### src/rtl/mem_burst_reader.sv
// mem_burst_reader: burst read master for a 256x8 read-only memory port.
// Each accepted request (start address, length) becomes a sequence of
// single-beat memory accesses. The returned bytes are buffered in a small
// FIFO and leave as a valid/ready stream that flags the last beat of each burst.
module mem_burst_reader #(
  parameter int ADDR_W     = 8,
  parameter int DATA_W     = 8,
  parameter int LEN_W      = 9,
  parameter int FIFO_DEPTH = 4
) (
  input  logic              clk,
  input  logic              rst_n,
  input  logic              req_valid,
  output logic              req_ready,
  input  logic [ADDR_W-1:0] req_addr,
  input  logic [LEN_W-1:0]  req_len,
  output logic              mem_en,
  output logic              mem_rd,
  output logic [ADDR_W-1:0] mem_addr,
  input  logic [DATA_W-1:0] mem_data,
  output logic              out_valid,
  input  logic              out_ready,
  output logic [DATA_W-1:0] out_data,
  output logic              out_last,
  output logic              busy
);

  localparam int PTR_W = $clog2(FIFO_DEPTH);
  localparam int CNT_W = PTR_W + 1;
  localparam logic [CNT_W-1:0] FULL = CNT_W'(FIFO_DEPTH);

  typedef enum logic [1:0] {S_IDLE, S_SETUP, S_ACCESS} state_t;

  state_t             r_state;
  state_t             w_next_state;
  logic [ADDR_W-1:0]  r_cur_addr;
  logic [LEN_W-1:0]   r_remaining;
  logic               r_mem_en;

  // Each entry holds {data, last}.
  logic [DATA_W:0]    r_fifo_mem [FIFO_DEPTH];
  logic [PTR_W-1:0]   r_wr_ptr;
  logic [PTR_W-1:0]   r_rd_ptr;
  logic [CNT_W-1:0]   r_count;

  logic               w_req_fire;
  logic               w_push;
  logic               w_pop;
  logic               w_room;
  logic               w_last_beat;
  logic [DATA_W:0]    w_head;

  assign w_req_fire  = req_valid && (r_state == S_IDLE);
  assign w_push      = (r_state == S_ACCESS);
  assign w_pop       = out_ready && (r_count != '0);
  // A pop in this cycle frees a slot in time for the next access's push.
  assign w_room      = (r_count != FULL) || w_pop;
  assign w_last_beat = (r_remaining == LEN_W'(1));
  assign w_head      = r_fifo_mem[r_rd_ptr];

  // Next-state decode.
  always_comb begin
    // NOTE: assign a default before the case so every path drives the signal and no latch is inferred.
    w_next_state = r_state;
    case (r_state)
      S_IDLE:   if (w_req_fire && (req_len != '0)) w_next_state = S_SETUP;
      S_SETUP:  if (w_room) w_next_state = S_ACCESS;
      S_ACCESS: w_next_state = w_last_beat ? S_IDLE : S_SETUP;
      default:  w_next_state = S_IDLE;
    endcase
  end

  // State register.
  always_ff @(posedge clk or negedge rst_n) begin
    // NOTE: sequential state uses non-blocking assignments so all flops update together at the edge.
    if (!rst_n) r_state <= S_IDLE;
    else        r_state <= w_next_state;
  end

  // Registered memory enable: high exactly for the cycle spent in ACCESS.
  always_ff @(posedge clk or negedge rst_n) begin
    if (!rst_n) r_mem_en <= 1'b0;
    else        r_mem_en <= (w_next_state == S_ACCESS);
  end

  // Burst address and beat counter; the address register drives mem_addr directly.
  always_ff @(posedge clk or negedge rst_n) begin
    if (!rst_n) begin
      r_cur_addr  <= '0;
      r_remaining <= '0;
    end else if (w_req_fire) begin
      r_cur_addr  <= req_addr;
      r_remaining <= req_len;
    end else if (w_push) begin
      r_cur_addr  <= r_cur_addr + ADDR_W'(1);
      r_remaining <= r_remaining - LEN_W'(1);
    end
  end

  // FIFO storage, written at the edge that ends each ACCESS cycle.
  always_ff @(posedge clk) begin
    // NOTE: storage has no reset; the reset count marks every entry invalid and the outputs are gated.
    if (w_push) r_fifo_mem[r_wr_ptr] <= {mem_data, w_last_beat};
  end

  // FIFO pointers and occupancy.
  always_ff @(posedge clk or negedge rst_n) begin
    if (!rst_n) begin
      r_wr_ptr <= '0;
      r_rd_ptr <= '0;
      r_count  <= '0;
    end else begin
      if (w_push) r_wr_ptr <= r_wr_ptr + PTR_W'(1);
      if (w_pop)  r_rd_ptr <= r_rd_ptr + PTR_W'(1);
      case ({w_push, w_pop})
        2'b10:   r_count <= r_count + CNT_W'(1);
        2'b01:   r_count <= r_count - CNT_W'(1);
        default: r_count <= r_count;
      endcase
    end
  end

  // The SETUP room check guarantees a slot for every push.
  a_no_push_when_full: assert property (@(posedge clk) disable iff (!rst_n)
    !(w_push && (r_count == FULL)));

  assign req_ready = (r_state == S_IDLE);
  assign mem_en    = r_mem_en;
  assign mem_rd    = r_mem_en;
  assign mem_addr  = r_cur_addr;
  assign out_valid = (r_count != '0);
  assign out_data  = out_valid ? w_head[DATA_W:1] : '0;
  assign out_last  = out_valid ? w_head[0] : 1'b0;
  assign busy      = (r_state != S_IDLE) || out_valid;

endmodule

### config.mk
export PLATFORM = sky130hd
export DESIGN_NAME = mem_burst_reader
export DESIGN_NICKNAME = d
export VERILOG_FILES = /design/src/rtl/mem_burst_reader.sv
export SDC_FILE = /design/constraint.sdc
export NUM_CORES = 1
export LEC_CHECK = 0
export BUFFER_PORTS_ARGS = -buffer_cell sky130_fd_sc_hd__buf_2
export CAP_MARGIN = 0
export CORE_MARGIN = 2
export CORE_UTILIZATION = 50
export CTS_BUF_LIST = sky130_fd_sc_hd__clkbuf_16
export DETAILED_ROUTE_END_ITERATION = 12
export PLACE_DENSITY_LB_ADDON = 0.12
export SETUP_SLACK_MARGIN = 0.05
export SKIP_CTS_REPAIR_TIMING = 1
export SLEW_MARGIN = 10
export SYNTH_ARGS = -nofsm -noshare
export SYNTH_HDL_FRONTEND = slang
export SYNTH_SLANG_ARGS = --single-unit
### constraint.sdc
create_clock -name clk -period 2.2 [get_ports clk]
set_input_delay 0 -clock clk [delete_from_list [all_inputs] [get_ports clk]]
set_output_delay 0 -clock clk [all_outputs]
set_load 0.03 [all_outputs]
### Yosys cells after proc, flatten, opt, wreduce, memory -nomap -nowiden

Memories as Yosys holds them, arrays and structs flattened.
Index checks and enable logic that the tools add are counted.

* reductions and logical operators: 11
* $add $sub $neg: 6
* $mul: 0
* div/mod/pow operators: 0
* multiplexer cells: 13
* equal/unequal tests: 7
* shift operators: 0
* order comparisons: 0
* bitwise operators: 0

Operators by type and width (count)
* $mux 8: 3
* $mux 9: 2
* $eq 9x1->1 const B: 1
* $reduce_bool 9->1: 1
* $sub 9x1->9 const B: 1
* $add 8x1->8 const B: 1
* $eq 2x2->1 const B: 3
* $pmux 2 s3: 1
* $pmux 3 s2: 1
* $reduce_bool 2->1: 3
* $add 2x1->2 const B: 2
* $eq 2x1->1 const B: 2
* $mux 1: 4
* $mux 2: 2
* $add 3x1->3 const B: 1
* $logic_and 1x1->1: 3
* $ne 3x3->1 const B: 1
* $reduce_bool 3->1: 1
* $sub 3x1->3 const B: 1
* $logic_not 2->1: 1
* $logic_or 1x1->1: 2

* logic and storage cells: 45
* bits in latches: 0
* bits in read-only memories: 0
* input port bits: 29
* output and inout bits: 22
* memories: 1
* bits in writable memories: 36
* bits in registers: 27

Memories
* r_fifo_mem: depth 4, bits a word 9, rd ports 1, clocked after Yosys merged registers in 0, write ports 1, RTL line 41 `logic [DATA_W:0] r_fifo_mem [FIFO_DEPTH];`

### Longest topological paths before layout

Gate-level depths: netlist (run 1).

* word-level depth: 6
* depth in mapped cells: 11
* gate-level depth less buffers: 8

### Worst setup path after synthesis (run 1)

No wires, ideal clock.

* path kind: register to register
* from: reg r_state[1]
* to: reg r_count[2]
* required time: 2.121 ns
* path buffers: 3
* stages on the path, launching flop included: 12
* arrival time: 2.008 ns
* setup time: 0.079 ns
* clock period less this slack: 2.087 ns
* setup slack: 0.113 ns
* path through: dfrtp_1 buf_2 nor2b_1 buf_2 inv_1 buf_2 ha_1 inv_1 fa_1 xor2_1 nor2_1 xor2_1

* longest elaborated chain between the ends: 3
* elaborated cells between the ends (all ways): 5
* classes of those cells: 3 x eq/ne; 1 x mux; 1 x reduce/logical

RTL lines
* start, declared: RTL line 34 `state_t r_state;`
* start signal, assigned: RTL line 77 `else r_state <= w_next_state;`
* $eq 2x2->1 *: RTL line 54 `assign w_push = (r_state == S_ACCESS);`
* $eq 2x1->1 / $eq 2x2->1 (equally long branches): RTL line 115 `case ({w_push, w_pop})`
* $pmux 3 s2 / $reduce_bool 2->1 (equally long branches)
* end signal, assigned: RTL line 116 `2'b10: r_count <= r_count + CNT_W'(1);`
* end signal, assigned: RTL line 117 `2'b01: r_count <= r_count - CNT_W'(1);`
* end signal, assigned: RTL line 118 `default: r_count <= r_count;`
* end, declared: RTL line 44 `logic [CNT_W-1:0] r_count;`

Every way passes the cells marked *; elsewhere a longest branch is shown, timed or not.
A chain may end at the register's enable or synchronous reset.

### Worst setup path after layout (run 1)

* from: reg r_count[0]
* to: reg r_count[2]

* longest elaborated chain between the ends: 4
* elaborated cells between the ends (all ways): 8
* classes of those cells: 2 x add/sub; 2 x eq/ne; 1 x mux; 3 x reduce/logical

RTL lines
* $reduce_bool 3->1 *: RTL line 55 `assign w_pop = out_ready && (r_count != '0);`
* $logic_and 1x1->1 *: RTL line 55
* named net w_pop: RTL line 48 `logic w_pop;`
* $eq 2x1->1 / $eq 2x2->1 (equally long branches): RTL line 115
* $pmux 3 s2 / $reduce_bool 2->1 (equally long branches)

The timed path passes the listed nets; every way through them passes the cells marked *.

==> results.json, run 1 <==
{
  "startpoint": "r_count[0]",
  "yosysTopAreaCellShare_pct": 37.60,
  "initial_core_util_pct": 51.90,
  "clkTransAtPathRegs_ns": 0.05,
  "yosysSeqAreaShare_pct": 61.10,
  "coreArea_um2": 5540,
  "seq_area_um2": 1757,
  "power.density_nw_per_um2": 1413,
  "holdCritStartpoint": "req_addr[6]",
  "cts-root-buf": "clkbuf_16",
  "hold_slack_ns": -0.03417,
  "diodes": 0,
  "critical_path_class": "reg -> reg",
  "irDropWorstVdd_mv": 0.9536,
  "synthesis.area_um2": 2875,
  "cts_tree": "done",
  "cts_max_level": 3,
  "cts.sinks": 63,
  "ys_ff_latch": 63,
  "instances_no_fill": 365,
  "syn_nets": 249,
  "utilization_pct": 66.73,
  "hpwl_mm": 3.831,
  "wl_per_cell_um": 16.62,
  "grt_util_all_layers_pct": 19.91,
  "fmax_ghz": 0.5114,
  "design.final.nets": 326,
  "drt_first_pass_iters": 4,
  "die-area_um2": 6373,
  "vias_per_cell": 5.518,
  "p_leak_nw": 1.490,
  "cp-end-kind": "flip-flop",
  "synth_area_leaders": "edfxtp_1 (38%), dfrtp_1 (23%), mux4_2 (7.0%)",
  "yosys.area.top_type": "edfxtp_1",
  "worstPathArrival_ns": 2.15,
  "synth.avg_cell_area_um2": 13.63,
  "syn_inst": 211,
  "total_power_mw": 5.223,
  "setup-tns-final_ns": 0,
  "drc_errors": 0,
  "gp_congestion": 0.7913,
  "required_ns": 2.40,
  "fin_ws_ns": 0.2445,
  "wl_mm": 6.068,
  "tightest_slew_ns": 0.6007,
  "grt_max_degree": 28,
  "slew_headroom_pct": 59.39,
  "cap_violations": 0,
  "synth_flop_cell": "edfxtp_1",
  "cts_buffer_depth": 2,
  "io_buffers": 50,
  "ys_warn_count": 0,
  "drv_slew": 0,
  "finalSetupViolations": 0,
  "status": "finished with violations",
  "grt_pass1_wl_mm": 9.390,
  "hp-class": "in -> reg",
  "drtAntennaViolNets": 0,
  "drive_above_1_share_pct": 28.33,
  "cp_max_fo": 4,
  "vias": 2014,
  "chipWidth_um": 79.83,
  "rsz0062_at_grt": "no",
  "dpl.cell_count": 326,
  "area_delta_synth_final_pct": 28.59,
  "synthArstFlopShare_pct": 42.86,
  "critPathLaunchType": "flip-flop",
  "finalCritPeriodShare_pct": 88.89,
  "whs_path_depth": 3,
  "synth_edf_count": 36,
  "reg2reg_depth": 8,
  "multi_input_area_um2": 1017,
  "fp.dieH_um": 79.83,
  "period_needed_ns": 1.955,
  "synth_cell_types": 42,
  "grt_pass1_vias": 1827,
  "r2r-start": "r_count[0]",
  "skew_ns": 0.004917,
  "drt_iter0_drc": 174,
  "gr-total-overflow": 0,
  "failed_checks": "hold timing",
  "rows": 27,
  "cts_buffers": 9,
  "fillers": 439,
  "io_pins": 51,
  "grt_antenna_before_repair": 0,
  "insertion_delay_ns": 0.32,
  "hold_viol_final": 3,
  "post-place-ws_ns": 0.2600
}
==> cell type report <==
class                   instances  area share (%)
clock buffers                   9           6.091
clock inverters                 7           1.117
well taps                      72           2.437
repair buffers                 79           14.21
flip-flops and latches         63           47.51
multi-input cells             124           27.51
inverters                      11           1.117
==> state kept, by name (all words and copies together) (netlist names) <==
register     flops
r_wr_ptr         2
r_remaining      9
r_state          2
mem_en           1
r_fifo_mem      36
r_count          3
mem_addr         8
r_rd_ptr         2
==> synth_stat cells, types with 2 or more instances <==
| library cell | n |
|---|---|
| o311ai_0 | 5 |
| clkbuf_1 | 6 |
| nor3b_1 | 3 |
| buf_2 | 6 |
| or4_1 | 6 |
| nor3_1 | 3 |
| mux4_2 | 9 |
| nand3_1 | 7 |
| edfxtp_1 | 36 |
| o211ai_1 | 6 |
| xnor2_1 | 3 |
| a31oi_1 | 2 |
| ha_1 | 8 |
| nor2_1 | 6 |
| a21oi_1 | 3 |
| o21ai_0 | 6 |
| dfrtp_1 | 27 |
| a221o_1 | 4 |
| nor4_1 | 2 |
| nand2_1 | 11 |
| a22oi_1 | 2 |
| and2_1 | 14 |
| xor2_1 | 3 |
| inv_1 | 11 |
| or3_1 | 5 |
==> cell families (layout without fill, tap and decap cells) <==
| kind of cell | after synthesis | after routing | synth area share (%) |
|---|---|---|---|
| AOI/OAI and AO/OA | 32 | 32 | 8.268 |
| xor gates and xnor gates | 6 | 6 | 1.828 |
| adders and majority gates | 9 | 9 | 4.178 |
| buffers and inverters | 24 | 106 | 3.525 |
| DFF | 63 | 63 | 61.10 |
| muxes | 10 | 10 | 7.398 |
| and+or+nand+nor | 67 | 67 | 13.71 |
==> critical path: stages, from the launching register on <==
cell and delay, ns:
dfrtp_1 0.40, or3_1 0.39, and2_1 0.20, ha_1 0.23, inv_1 0.07, fa_1 0.17
xor2_1 0.17, nor2_1 0.07, xor2_1 0.14
==> where the power goes <==
group | internal [mW] | switching [mW]
sequential | 1.59 | 0.298
clock | 0.750 | 0.485
combinational | 0.851 | 1.25
==> final timing paths <==
kind / to / slack, ns
min reg2reg: r_count[2] / 0.49
max in group asynchronous: mem_addr[5] / 1.56
min in group asynchronous: r_rd_ptr[1] / 0.23
max reg2reg: r_count[2] / 0.24
min: mem_addr[6] / -0.03
max: r_count[2] / 0.24
==> per-stage QoR <==
step                hold slack (ns)  area, µm²
global placement            0.05119       3201
CTS                         -0.2940       3467
floorplan                   -0.2956       2875
detailed placement          0.04883       3201
global route               0.002139       3697
finish                     -0.03417       3697
==> layout by cell type (no fill, tap or decap), drive strengths merged, types with 6 or more instances in the layout <==
cell and count:
and2 14, nand3 7, mux4 9, dfrtp 27
o21ai 6, nor2 6, edfxtp 36, inv 12
or3 6, dlygate4sd3 23, ha 8, clkbuf 9
buf 56, nand2 11, or4 6, o211ai 6
==> routing by layer <==
metal | global-route usage (%) | up-vias | share of wire, %
li1 | - | 960 | -
met5 | 0 | - | 0
met3 | 4.186 | 6 | 4.2
met2 | 29.58 | 62 | 50
met1 | 28.23 | 986 | 45
met4 | 9.153 | 0 | 0.89
(Power assumes the default switching activity.)
==> run 2, diff against run 1 <==
--- a/config.mk
+++ b/config.mk
@@ -7,6 +7,7 @@
 export LEC_CHECK = 0
 export BUFFER_PORTS_ARGS = -buffer_cell sky130_fd_sc_hd__buf_2
 export CAP_MARGIN = 0
+export CORE_ASPECT_RATIO = 0.5
 export CORE_MARGIN = 2
 export CORE_UTILIZATION = 50
 export CTS_BUF_LIST = sky130_fd_sc_hd__clkbuf_16
==> run 2 against run 1 <==
  * The run still ends with hold timing left
  * Setup slack improved by 0.0084 ns
  * Final area rose by 1.3%
  * Critical path depth did not move
  * Register-to-register slack barely moved
  * Via count barely moved
  * Clock power rose by 23%
  * Sequential cell count did not move
==> results.json, run 2 (synthesis results as in run 1) <==
{
  "wl_per_cell_um": 16.43,
  "p_leak_nw": 1.506,
  "drive_above_1_share_pct": 28.77,
  "irDropWorstVdd_mv": 0.6567,
  "io_pins": 51,
  "cts_buffers": 9,
  "status": "finished with violations",
  "timing.rr.end": "r_count[2]",
  "drc_errors": 0,
  "finalCritPeriodShare_pct": 88.50,
  "cts_max_level": 3,
  "grt_antenna_before_repair": 0,
  "vias_per_cell": 5.523,
  "cts.sinks": 63,
  "whs_path_depth": 3,
  "seq_power_share_pct": 34.7,
  "area_delta_synth_final_pct": 30.20,
  "grtUsageMet2_pct": 32.84,
  "critPathLaunchType": "flip-flop",
  "insertion_delay_ns": 0.33,
  "total_power_mw": 5.497,
  "required_ns": 2.41,
  "met3_usage_pct": 7.322,
  "gp_congestion": 0.7834,
  "coreArea_um2": 5515,
  "vias": 2016,
  "hold_viol_final": 4,
  "final_common_cell": "buf_2",
  "use_met1_pct": 25.36,
  "power.density_nw_per_um2": 1468,
  "grt_pass1_wl_mm": 9.528,
  "slew_headroom_pct": 57.93,
  "cts_buffer_depth": 2,
  "top_register": "r_fifo_mem",
  "drt_iter0_drc": 62,
  "p_comb_share_pct": 37.8,
  "cp-end-kind": "flip-flop",
  "final_area_um2": 3744,
  "gr-total-overflow": 0,
  "r2r-start": "r_count[0]",
  "instances_no_fill": 365,
  "cts-root-buf": "clkbuf_16",
  "io_buffers": 50,
  "worstPathArrival_ns": 2.15,
  "finalSetupViolations": 0,
  "die-area_um2": 6410,
  "drv_slew": 0,
  "grt_pass1_vias": 1931,
  "wl_mm": 5.997,
  "fmax_ghz": 0.5136,
  "p_int_mw": 3.441,
  "gr-max-usage-layer": "met2",
  "p_clk_share_pct": 27.5,
  "failed_checks": "hold timing",
  "rrSetupSlack_ns": 0.25,
  "fp.dieH_um": 57.62,
  "hold_slack_ns": -0.02252,
  "grt_util_all_layers_pct": 19.90,
  "rows": 19,
  "drt_first_pass_iters": 4,
  "chipWidth_um": 111.2,
  "switching_share_pct": 37.41,
  "critical_path_class": "reg -> reg",
  "holdPathEnd": "r_rd_ptr[1]",
  "rsz0062_at_grt": "no",
  "initial_core_util_pct": 52.13,
  "cap_violations": 0,
  "grt_max_degree": 28,
  "diodes": 0,
  "hpwl_mm": 3.938,
  "dpl.cell_count": 327,
  "tightest_slew_ns": 0.6310,
  "clkTransAtPathRegs_ns": 0.05,
  "period_needed_ns": 1.947,
  "setup-tns-final_ns": 0,
  "holdCritStartpoint": "out_ready",
  "cts_tree": "done",
  "skew_ns": 0.005535,
  "hp-class": "in -> reg",
  "reg2reg_depth": 8,
  "cp_max_fo": 4,
  "design.final.nets": 325,
  "final_cell_mix": "buf_2 (50), edfxtp_1 (36), dfrtp_1 (27)",
  "largest_register_ffs": 36,
  "drtAntennaViolNets": 0,
  "place_area_um2": 3202,
  "switching_power_mw": 2.056
}
run 2: cell count changes in the layout (fill, tap and decap cells not counted), sizes merged:
cell,previous run,this run
dlygate4sd3,23,22
bufinv,0,2
clkinv,4,2
run 2: power by group through the flow:
stage / Clock (mW) / Sequential [mW] / Combinational, mW
6_report: 1.51 / 1.91 / 2.08
5_1_grt: 1.59 / 1.97 / 2.29
4_1_cts: 1.53 / 1.91 / 2.07
3_5_place_dp: 0 / 1.92 / 2.06
3_3_place_gp: 0 / 1.90 / 2.01
2_1_floorplan: 0 / 1.94 / 1.46
run 2: worst max path at each step:
stage	start	to	slack (ns)	cells past startpoint
3_3_place_gp	r_count[0]	r_count[2]	0.32	8
6_report	r_count[0]	r_count[2]	0.25	8
5_1_grt	r_count[0]	r_count[2]	0.14	8
4_1_cts	r_rd_ptr[0]	out_data[7]	0.23	4
2_1_floorplan	r_state[1]	r_count[2]	0.11	11
3_5_place_dp	r_count[0]	r_count[2]	0.25	8
run 2: final cells by class:
type,count,area [µm²]
clock inverter,7,96.34
sequential,63,1757
tap,73,91.34
timing repair buffer,78,515.5
clock buffer,9,225.2
inverter,11,41.29
multi-input combinational,124,1017
fill,423,1772
run 2: per-layer routing:
metal  part of all wire [%]  vias to the layer above
li1                       -                      952
met5                      0                        -
met2                     50                       69
met3                    5.7                        4
met4                   0.53                        0
met1                     44                      991
run 2: through the flow:
stage          setup slack [ns]  util [%]  hold slack, ns
2_1_floorplan            0.1131         -         -0.2956
4_1_cts                  0.2300     63.88         -0.2989
3_3_place_gp             0.3162     58.05         0.05103
5_1_grt                  0.1364     67.88        0.001846
6_report                 0.2529     67.88        -0.02252
3_5_place_dp             0.2508     58.05         0.05569
run 2: worst max-delay path, stage by stage, from the launching register on:
cell and delay [ns]:
dfrtp_1 0.41, or3_1 0.40, and2_1 0.20, ha_1 0.22, inv_1 0.08, fa_1 0.18
xor2_1 0.14, nor2_1 0.06, xor2_1 0.14
==> run 3, diff against run 2 <==
--- a/config.mk
+++ b/config.mk
@@ -9,7 +9,7 @@
 export CAP_MARGIN = 0
 export CORE_ASPECT_RATIO = 0.5
 export CORE_MARGIN = 2
-export CORE_UTILIZATION = 50
+export CORE_UTILIZATION = 55
 export CTS_BUF_LIST = sky130_fd_sc_hd__clkbuf_16
 export DETAILED_ROUTE_END_ITERATION = 12
 export PLACE_DENSITY_LB_ADDON = 0.12
==> constraint.sdc (replaced) <==
create_clock -name clk -period 2.3 [get_ports clk]
set_input_delay 0 -clock clk [delete_from_list [all_inputs] [get_ports clk]]
set_output_delay 0 -clock clk [all_outputs]
set_load 0.03 [all_outputs]
==> run 3 against run 2 <==
  * The run still ends with hold timing left
  * Utilization is 7.5 points higher
  * Cell count is 0.27% lower
  * Via count is 1.1% higher
  * Clock-buffer cell count stayed put
  * Final area is 0.23% higher
  * Critical path type is now reg -> out
==> results.json, run 3 (synthesis results as in run 1) <==
{
  "status": "finished with violations",
  "failed_checks": "hold timing",
  "irDropWorstVdd_mv": 0.7447,
  "design.final.nets": 327,
  "largest_register_ffs": 36,
  "worstPathArrival_ns": 1.97,
  "vias_per_cell": 5.599,
  "grtUsageMet2_pct": 34.72,
  "rsz0062_at_grt": "no",
  "required_ns": 2.30,
  "drc_errors": 0,
  "switching_power_mw": 1.932,
  "diodes": 0,
  "p_int_mw": 3.275,
  "hpwl_mm": 3.736,
  "die-area_um2": 5857,
  "coreArea_um2": 4977,
  "wl_mm": 5.882,
  "fillers": 305,
  "instances_no_fill": 364,
  "io_pins": 51,
  "final_common_cell": "buf_2",
  "setup-tns-final_ns": 0,
  "grt_pass1_wl_mm": 8.776,
  "period_needed_ns": 1.973,
  "skew_ns": 0.004622,
  "p_leak_nw": 1.517,
  "grt_util_all_layers_pct": 21.08,
  "drive_above_1_share_pct": 28.57,
  "p_comb_share_pct": 37.4,
  "io_buffers": 50,
  "fmax_ghz": 0.5069,
  "slew_headroom_pct": 54.94,
  "fp.dieH_um": 55.13,
  "seq_area_um2": 1757,
  "final_area_um2": 3752,
  "gr-total-overflow": 0,
  "drv_slew": 0,
  "cts_buffer_depth": 2,
  "hold_slack_ns": -0.01965,
  "post-place-ws_ns": 0.3849,
  "cts_buffers": 9,
  "p_clk_share_pct": 27.1,
  "grt_antenna_before_repair": 0,
  "cp-end-kind": "output port",
  "met3_usage_pct": 7.026,
  "hold_viol_final": 2,
  "gp_congestion": 0.8334,
  "cts.sinks": 63,
  "top_register": "r_fifo_mem",
  "rows": 18,
  "grt_max_degree": 28,
  "tightest_slew_ns": 0.6665,
  "place_area_um2": 3198,
  "chipWidth_um": 106.3,
  "insertion_delay_ns": 0.33,
  "hp-class": "in -> reg",
  "multi_input_area_um2": 1017,
  "dpl.cell_count": 324,
  "cp_max_fo": 10,
  "drtAntennaViolNets": 0,
  "critPathLaunchType": "flip-flop",
  "vias": 2038,
  "area_delta_synth_final_pct": 30.50,
  "final_cell_mix": "buf_2 (50), edfxtp_1 (36), dfrtp_1 (27)",
  "seq_power_share_pct": 35.5,
  "cts-root-buf": "clkbuf_16",
  "gr-max-usage-layer": "met2",
  "power.density_nw_per_um2": 1388,
  "cts_max_level": 3,
  "initial_core_util_pct": 57.77,
  "critical_path_class": "reg -> out",
  "clkTransAtPathRegs_ns": 0.05,
  "switching_share_pct": 37.10,
  "finalCritPeriodShare_pct": 85.78,
  "cts_tree": "done",
  "use_met1_pct": 26.94,
  "finalSetupViolations": 0,
  "drt_first_pass_iters": 4,
  "wl_per_cell_um": 16.16,
  "fin_ws_ns": 0.3271,
  "drt_iter0_drc": 81,
  "grt_pass1_vias": 1692,
  "cap_violations": 0
}
[run 3: cell count changes in the layout (fill, tap and decap cells not counted), sizes merged]
cell	previous run	this run
dlygate4sd3	22	24
[run 3: worst max-delay path, cell delays in order, from the launching register on]
cell and delay, ns:
dfrtp_1 0.72, mux4_2 0.59, and2_1 0.17, buf_2 0.17
[run 3: through the flow]
| stage | utilization [%] | power [mW] |
|---|---|---|
| 6_report | 75.39 | 5.207 |
| 5_1_grt | 75.39 | 5.497 |
| 4_1_cts | 70.56 | 5.216 |
| 3_5_place_dp | 64.25 | 3.790 |
| 3_3_place_gp | 64.25 | 3.718 |
| 2_1_floorplan | - | 3.251 |
[run 3: area by class of cell]
class / instances / area share [%]
clock buffers: 9 / 6.002
clock inverters: 7 / 2.367
inverters: 11 / 1.100
multi-input cells: 124 / 27.11
flip-flops and latches: 63 / 46.82
well taps: 70 / 2.334
repair buffers: 80 / 14.27
[run 3: path summary, 6_finish.rpt]
check                            start     endpoint  slack, ns  cells after the start
setup / recovery           r_rd_ptr[0]  out_data[7]       0.33                      3
hold / removal             req_addr[6]  mem_addr[6]      -0.02                      3
setup reg to reg            r_count[0]   r_count[2]       0.36                      8
hold reg to reg             r_count[2]   r_count[2]       0.49                      1
max in group asynchronous        rst_n  r_rd_ptr[1]       1.67                      2
min in group asynchronous        rst_n  mem_addr[6]       0.22                      2
[run 3: power groups by stage]
stage	Clock, mW	Sequential [mW]	Combinational, mW
finish	1.41	1.85	1.95
global route	1.49	1.90	2.11
CTS	1.44	1.85	1.93
detailed placement	0	1.87	1.92
global placement	0	1.84	1.87
floorplan	0	1.86	1.40
[run 3: metal layers]
layer | vias up | wire, µm
li1 | 962 | -
met2 | 67 | 2896
met1 | 1001 | 2618
met5 | - | 0
met4 | 0 | 70
met3 | 8 | 296
